**config.mk**
```make
export PLATFORM = sky130hd
export DESIGN_NAME = instr_encoder_loader
export DESIGN_NICKNAME = d
export VERILOG_FILES = /design/src/rtl/instr_encoder_loader.sv
export SDC_FILE = /design/constraint.sdc
export NUM_CORES = 1
export LEC_CHECK = 0
export ABC_AREA = 1
export CAP_MARGIN = 5
export CORE_ASPECT_RATIO = 1.75
export CORE_MARGIN = 1.5
export CORE_UTILIZATION = 54
export DETAILED_ROUTE_END_ITERATION = 8
export PLACE_DENSITY = 0.83
export SLEW_MARGIN = 20
export SYNTH_ARGS = -nofsm -noshare
export SYNTH_HDL_FRONTEND = slang
export SYNTH_SLANG_ARGS = --single-unit
```
**constraint.sdc**
```tcl
create_clock -name clk -period 3.1 [get_ports clk]
set_input_delay 0.62 -clock clk [delete_from_list [all_inputs] [get_ports clk]]
set_output_delay 0.62 -clock clk [all_outputs]
set_load 0.05 [all_outputs]
```
**src/rtl/instr_encoder_loader.sv**
```systemverilog
// RV32I field-bundle encoder and sequential instruction-memory loader.
// Accepts decoded fields, packs and range-checks them, then writes the word at the next address.
module instr_encoder_loader #(
  parameter logic [31:0] BASE_ADDR = 32'h0000_0000,
  parameter int          DEPTH     = 1024
) (
  input  logic                           clk,
  input  logic                           rst_n,
  input  logic                           load_start,
  input  logic                           in_valid,
  output logic                           in_ready,
  input  logic [3:0]                     in_kind,
  input  logic [4:0]                     in_rd,
  input  logic [4:0]                     in_rs1,
  input  logic [4:0]                     in_rs2,
  input  logic [2:0]                     in_funct3,
  input  logic                           in_alt,
  input  logic [31:0]                    in_imm,
  output logic                           imem_we,
  output logic [31:0]                    imem_addr,
  output logic [31:0]                    imem_wdata,
  output logic [$clog2(DEPTH+1)-1:0]     count,
  output logic                           full,
  output logic                           err_illegal
);

  localparam int CW = $clog2(DEPTH + 1);

  typedef enum logic [1:0] {
    IDLE = 2'd0,
    ENC  = 2'd1,
    WR   = 2'd2
  } state_t;

  typedef enum logic [3:0] {
    K_CAL_R  = 4'd0,
    K_CAL_I  = 4'd1,
    K_LOAD   = 4'd2,
    K_STORE  = 4'd3,
    K_BRANCH = 4'd4,
    K_JAL    = 4'd5,
    K_JALR   = 4'd6,
    K_LUI    = 4'd7,
    K_AUIPC  = 4'd8
  } kind_t;

  localparam logic [6:0] OP_CAL_R  = 7'b0110011;
  localparam logic [6:0] OP_CAL_I  = 7'b0010011;
  localparam logic [6:0] OP_LOAD   = 7'b0000011;
  localparam logic [6:0] OP_STORE  = 7'b0100011;
  localparam logic [6:0] OP_BRANCH = 7'b1100011;
  localparam logic [6:0] OP_JAL    = 7'b1101111;
  localparam logic [6:0] OP_JALR   = 7'b1100111;
  localparam logic [6:0] OP_LUI    = 7'b0110111;
  localparam logic [6:0] OP_AUIPC  = 7'b0010111;

  state_t      state, state_nxt;

  logic [3:0]  kind_q;
  logic [4:0]  rd_q, rs1_q, rs2_q;
  logic [2:0]  f3_q;
  logic        alt_q;
  logic [31:0] imm_q;

  logic [31:0] word;
  logic        legal;
  logic        accept;

  logic        imm_i_ok, imm_b_ok, imm_j_ok, shamt_ok, upper_ok;
  logic [6:0]  funct7_alt;

  assign full     = (count == CW'(DEPTH));
  assign in_ready = (state == IDLE) && !full;
  assign accept   = in_valid && in_ready && !load_start;
  // load_start suppresses the strobe combinationally so an aborted WR never writes.
  assign imem_we  = (state == WR) && !load_start;

  // Signed-range checks: a value fits in N signed bits when bits [31:N-1] are all equal.
  assign imm_i_ok   = (imm_q[31:11] == '0) || (imm_q[31:11] == '1);
  assign imm_b_ok   = ((imm_q[31:12] == '0) || (imm_q[31:12] == '1)) && !imm_q[0];
  assign imm_j_ok   = ((imm_q[31:20] == '0) || (imm_q[31:20] == '1)) && !imm_q[0];
  assign shamt_ok   = (imm_q[31:5] == '0);
  assign upper_ok   = (imm_q[11:0] == '0);
  assign funct7_alt = {1'b0, alt_q, 5'b0};

  always_comb begin
    word  = '0;
    legal = 1'b1;
    case (kind_q)
      K_CAL_R: begin
        word = {funct7_alt, rs2_q, rs1_q, f3_q, rd_q, OP_CAL_R};
        if (alt_q && (f3_q != 3'b000) && (f3_q != 3'b101)) legal = 1'b0;
      end
      K_CAL_I: begin
        if ((f3_q == 3'b001) || (f3_q == 3'b101)) begin
          word = {funct7_alt, imm_q[4:0], rs1_q, f3_q, rd_q, OP_CAL_I};
          if (!shamt_ok) legal = 1'b0;
        end else begin
          word = {imm_q[11:0], rs1_q, f3_q, rd_q, OP_CAL_I};
          if (!imm_i_ok) legal = 1'b0;
        end
        if (alt_q && (f3_q != 3'b101)) legal = 1'b0;
      end
      K_LOAD: begin
        word = {imm_q[11:0], rs1_q, f3_q, rd_q, OP_LOAD};
        if (!imm_i_ok) legal = 1'b0;
        if ((f3_q == 3'b011) || (f3_q == 3'b110) || (f3_q == 3'b111)) legal = 1'b0;
      end
      K_STORE: begin
        word = {imm_q[11:5], rs2_q, rs1_q, f3_q, imm_q[4:0], OP_STORE};
        if (!imm_i_ok || (f3_q > 3'b010)) legal = 1'b0;
      end
      K_BRANCH: begin
        word = {imm_q[12], imm_q[10:5], rs2_q, rs1_q, f3_q, imm_q[4:1], imm_q[11], OP_BRANCH};
        if (!imm_b_ok || (f3_q == 3'b010) || (f3_q == 3'b011)) legal = 1'b0;
      end
      K_JAL: begin
        word = {imm_q[20], imm_q[10:1], imm_q[11], imm_q[19:12], rd_q, OP_JAL};
        if (!imm_j_ok) legal = 1'b0;
      end
      K_JALR: begin
        word = {imm_q[11:0], rs1_q, f3_q, rd_q, OP_JALR};
        if (!imm_i_ok || (f3_q != 3'b000)) legal = 1'b0;
      end
      K_LUI: begin
        word = {imm_q[31:12], rd_q, OP_LUI};
        if (!upper_ok) legal = 1'b0;
      end
      K_AUIPC: begin
        word = {imm_q[31:12], rd_q, OP_AUIPC};
        if (!upper_ok) legal = 1'b0;
      end
      default: legal = 1'b0;
    endcase
  end

  always_comb begin
    state_nxt = state;
    case (state)
      IDLE:    if (accept) state_nxt = ENC;
      ENC:     state_nxt = legal ? WR : IDLE;
      WR:      state_nxt = IDLE;
      default: state_nxt = IDLE;
    endcase
    if (load_start) state_nxt = IDLE;
  end

  always_ff @(posedge clk or negedge rst_n) begin
    if (!rst_n) state <= IDLE;
    else        state <= state_nxt;
  end

  always_ff @(posedge clk or negedge rst_n) begin
    if (!rst_n) begin
      kind_q <= '0;
      rd_q   <= '0;
      rs1_q  <= '0;
      rs2_q  <= '0;
      f3_q   <= '0;
      alt_q  <= 1'b0;
      imm_q  <= '0;
    end else if (accept) begin
      kind_q <= in_kind;
      rd_q   <= in_rd;
      rs1_q  <= in_rs1;
      rs2_q  <= in_rs2;
      f3_q   <= in_funct3;
      alt_q  <= in_alt;
      imm_q  <= in_imm;
    end
  end

  always_ff @(posedge clk or negedge rst_n) begin
    if (!rst_n) begin
      imem_addr   <= BASE_ADDR;
      imem_wdata  <= '0;
      count       <= '0;
      err_illegal <= 1'b0;
    end else if (load_start) begin
      imem_addr   <= BASE_ADDR;
      count       <= '0;
      err_illegal <= 1'b0;
    end else begin
      if (state == ENC) begin
        if (legal) imem_wdata  <= word;
        else       err_illegal <= 1'b1;
      end
      if (state == WR) begin
        imem_addr <= imem_addr + 32'd4;
        count     <= count + CW'(1);
      end
    end
  end

endmodule
```
==> impl_summary.txt <==
----------------------------------------------------
[Status]
  Result of the run ... finished, final reports clean

[Pwr]
  Internal power ... 3.79 mW
  Sequential share of power ... 0.376
  Net Sw Frac ... 0.344
  VDD IR-drop max ... 0.000483 V
  Power density over cell area ... 639 nW/um2
  Switching component of the power ... 1.99 mW
  Total power draw ... 5.78 mW
  Comb pwr share ... 0.253
  Share of power burned in the clock network ... 0.372
  Reported leakage power ... 4.22 nW

[Placed design]
  Final weighted congestion in routability-driven placement ... 0.951
  Post-Place Setup Slack ... 584 ps
  Number of port buffers ... 135
  Dpl hpwl ... 15.0 mm

[Drt]
  Routed length on met2 ... 11.0 mm
  Drt first-iter violations ... 446
  Routed wire per std cell ... 16.4 um
  Final routed wirelength across all metal layers ... 20.4 mm
  Routed vias ... 6857
  Vias per Instance ... 5.52
  DRT met1 WL ... 6.95 mm
  Top layer in use ... met4
  Number of design rule violations left after detail routing ... 0
  Met3 WL post-DR ... 930 um
  Total iterations of the first detailed-routing run ... 6
  ANT nets after route ... 0

[STA]
  F_max ... 0.338 GHz
  Final hold vios ... 0
  Final setup TNS ... 0 ps
  Shortest period the worst path allows ... 2960 ps
  Slew of the pin with the lowest slew margin ... 724 ps
  Worst hold slack ... 262 ps
  Unrepaired setup endpoints after global routing ... false
  Share of the clock period used by the worst path after layout ... 0.954
  Setup-failing EPs final ... 0
  Worst relative slew slack ... 0.517
  Max-slew violations ... 0
  Clock Skews ... 13.5 ps
  Final WS setup ... 141 ps

[Clock tree]
  Clock slew seen by the registers of the worst setup and hold paths ... 60 ps
  TritonCTS buffer count ... 17
  CTS Root Cell ... sky130_fd_sc_hd__clkbuf_16
  Maximum count of clock buffers along a single path ... 2
  Resized cells post-CTS ... 0
  Clock insertion delay at the later pin of the skew report ... 420 ps
  Hold bufs inserted after CTS ... 0
  H-tree depth reported by CTS ... 4
  Buffers inserted by post-CTS timing repair ... 0
  TritonCTS clock tree ... built
  Clk sinks ... 130

[Synthesis]
  Leading cell types by total area after synthesis ... sky130_fd_sc_hd__dfrtp_1 (47%), sky130_fd_sc_hd__nand2_1 (19%), sky130_fd_sc_hd__o21ai_0 (5.3%), sky130_fd_sc_hd__nor2_1 (4.3%), sky130_fd_sc_hd__inv_1 (4.2%)
  Top-count cell post-synth ... sky130_fd_sc_hd__nand2_1
  Area share of the largest cell type after synthesis ... 0.473
  Cell area after synthesis ... 6870 um2
  Post-synthesis async set-or-reset flop share ... 1.00
  Flip-flop cell with the highest count after synthesis ... sky130_fd_sc_hd__dfrtp_1
  Distinct cell type count after synthesis ... 44
  Yosys Warn Count ... 0
  Number of flops mapped to enable cells by yosys ... 0
  Synthesized instance count ... 929
  Most frequent cells after synthesis ... sky130_fd_sc_hd__nand2_1 (350), sky130_fd_sc_hd__dfrtp_1 (130), sky130_fd_sc_hd__nor2_1 (79)
  Register bit count reported by yosys ... 130
  Sequential-to-total area share from yosys stat ... 0.473
  Post-Syn Area per Cell ... 7.40 um2
  Yosys top cell by area ... sky130_fd_sc_hd__dfrtp_1

[Final layout]
  Share of layout cells above drive strength 1 ... 0.0688
  Total of fill cells in the finished design ... 989
  Antenna diode count ... 0
  Synthesis-to-finish area growth ... 31.5%
  Final net count ... 1125

[Setup path]
  Data required, critical path ... 2480 ps
  Startpoint types ... flip-flop
  Launching point of the worst reg2reg path ... kind_q[0]
  Maximum fanout count along the critical path ... 5
  Category of the worst setup path capture point ... primary output
  Reg2Reg Depth ... 12
  R2R Path End ... imem_wdata[18]
  Reg2reg setup slack ... 1010 ps
  Class of the most critical setup path ... reg -> out
  Arr. time, crit path ... 2340 ps

[Min path]
  Type of the worst min-delay path ... in -> async

[Die]
  CORE AREA ... 12400 um2
  Count of pins on the block boundary ... 138
  Die Height ... 152 um
  Width of the chip ... 88.3 um
  Count of standard-cell rows ... 54
  Area enclosed by the die boundary ... 13400 um2
  Starting density of the core ... 0.553

[Global route]
  Vias in the first global route ... 6693
  Total routing usage reported by global routing ... 0.320
  Global-route wire length before repair ... 32.7 mm
  Largest net degree at the start of global routing ... 131
  Total overflow reported by the global router ... 0
  Antenna violations before repair ... 0

[Run]
  Maximum capacitance violations ... 0

----------------------------------------------------
## worst max-delay path, cell delays in order, from the launching register on
cell and delay (ps):
sky130_fd_sc_hd__dfrtp_1 390, sky130_fd_sc_hd__inv_1 130, sky130_fd_sc_hd__ha_1 170, sky130_fd_sc_hd__nand4_1 100
sky130_fd_sc_hd__nor4_2 270, sky130_fd_sc_hd__clkdlybuf4s50_1 870
## cells by family after synthesis
logic type,count (synthesis),synth area share
buf+inv,118,0.0721
simple gates,554,0.348
other cells,1,0.000546
compound gates,118,0.0938
fa+ha+maj,3,0.00546
xor+xnor,5,0.00637
flops,130,0.473
## cell type report
class | count | area [um2] | share of cell area
Sequential cell | 130 | 3250 | 0.360
Inverter | 84 | 315 | 0.0349
Clock inverter | 12 | 179 | 0.0198
Multi-Input combinational cell | 682 | 3140 | 0.347
Tap cell | 168 | 210 | 0.0233
Timing Repair Buffer | 148 | 1490 | 0.165
Clock buffer | 19 | 453 | 0.0501
## how the worst max path moves through the flow
| stage | startpoint | end | cells past startpoint |
|---|---|---|---|
| 5_1_grt | count[0] | full | 5 |
| 2_1_floorplan | count[0] | imm_q[11] | 10 |
| 6_report | count[0] | full | 5 |
| 3_3_place_gp | count[0] | full | 5 |
| 4_1_cts | count[0] | full | 5 |
| 3_5_place_dp | count[0] | full | 5 |
## through the flow
step / instances / cell area (um2) / util
floorplan: 930 / 6880 / -
global placement: 1212 / 8410 / 0.676
detailed placement: 1212 / 8410 / 0.676
CTS: 1243 / 9040 / 0.727
global route: 1243 / 9040 / 0.727
finish: 1243 / 9040 / 0.727
## power by group through the flow
| stage | Sequential (mW) | Clock, mW | Combinational (mW) |
|---|---|---|---|
| finish | 2.17 | 2.15 | 1.46 |
| floorplan | 2.51 | 0 | 0.524 |
| global route | 2.19 | 2.25 | 1.57 |
| global placement | 2.19 | 0 | 1.42 |
| CTS | 2.16 | 2.17 | 1.46 |
| detailed placement | 2.19 | 0 | 1.45 |
## state kept, by name (all words and copies together), names as in the netlist
signal,flops
alt_q,1
count,11
err_illegal,1
f3_q,3
imem_addr,30
imem_wdata,31
imm_q,32
kind_q,4
rd_q,5
rs1_q,5
rs2_q,5
state,2
## routing by layer
metal | track usage | vias up
met4 | 0.225 | 0
met5 | 0 | -
li1 | - | 3288
met1 | 0.332 | 3193
met2 | 0.565 | 284
met3 | 0.0482 | 92
## cell usage in the layout, fill, tap and decap left out, types with 3 or more instances in the layout
| master | synthesis | layout |
|---|---|---|
| sky130_fd_sc_hd__nor2_4 | 3 | 3 |
| sky130_fd_sc_hd__o21ai_0 | 73 | 73 |
| sky130_fd_sc_hd__nor3_1 | 20 | 19 |
| sky130_fd_sc_hd__inv_2 | 6 | 6 |
| sky130_fd_sc_hd__a21oi_1 | 21 | 21 |
| sky130_fd_sc_hd__xor2_1 | 3 | 3 |
| sky130_fd_sc_hd__nor2_1 | 79 | 78 |
| sky130_fd_sc_hd__nand2_2 | 3 | 3 |
| sky130_fd_sc_hd__buf_12 | 0 | 4 |
| sky130_fd_sc_hd__dfrtp_1 | 130 | 130 |
| sky130_fd_sc_hd__nor2_2 | 4 | 5 |
| sky130_fd_sc_hd__clkdlybuf4s50_1 | 0 | 133 |
| sky130_fd_sc_hd__nand4_1 | 46 | 46 |
| sky130_fd_sc_hd__bufinv_16 | 0 | 4 |
| sky130_fd_sc_hd__inv_1 | 77 | 77 |
| sky130_fd_sc_hd__inv_6 | 0 | 3 |
| sky130_fd_sc_hd__buf_4 | 9 | 11 |
| sky130_fd_sc_hd__clkbuf_16 | 0 | 17 |
| sky130_fd_sc_hd__nand2_1 | 350 | 350 |
| sky130_fd_sc_hd__nor4_1 | 4 | 4 |
| sky130_fd_sc_hd__a31oi_1 | 4 | 4 |
| sky130_fd_sc_hd__ha_1 | 3 | 3 |
| sky130_fd_sc_hd__o21ai_1 | 3 | 3 |
| sky130_fd_sc_hd__nor3_2 | 3 | 4 |
| sky130_fd_sc_hd__clkinvlp_4 | 0 | 3 |
| sky130_fd_sc_hd__nand3_1 | 33 | 33 |
| sky130_fd_sc_hd__o31ai_1 | 4 | 4 |
| sky130_fd_sc_hd__o22ai_1 | 3 | 3 |
Note: power is estimated with default switching activity, not from simulation.
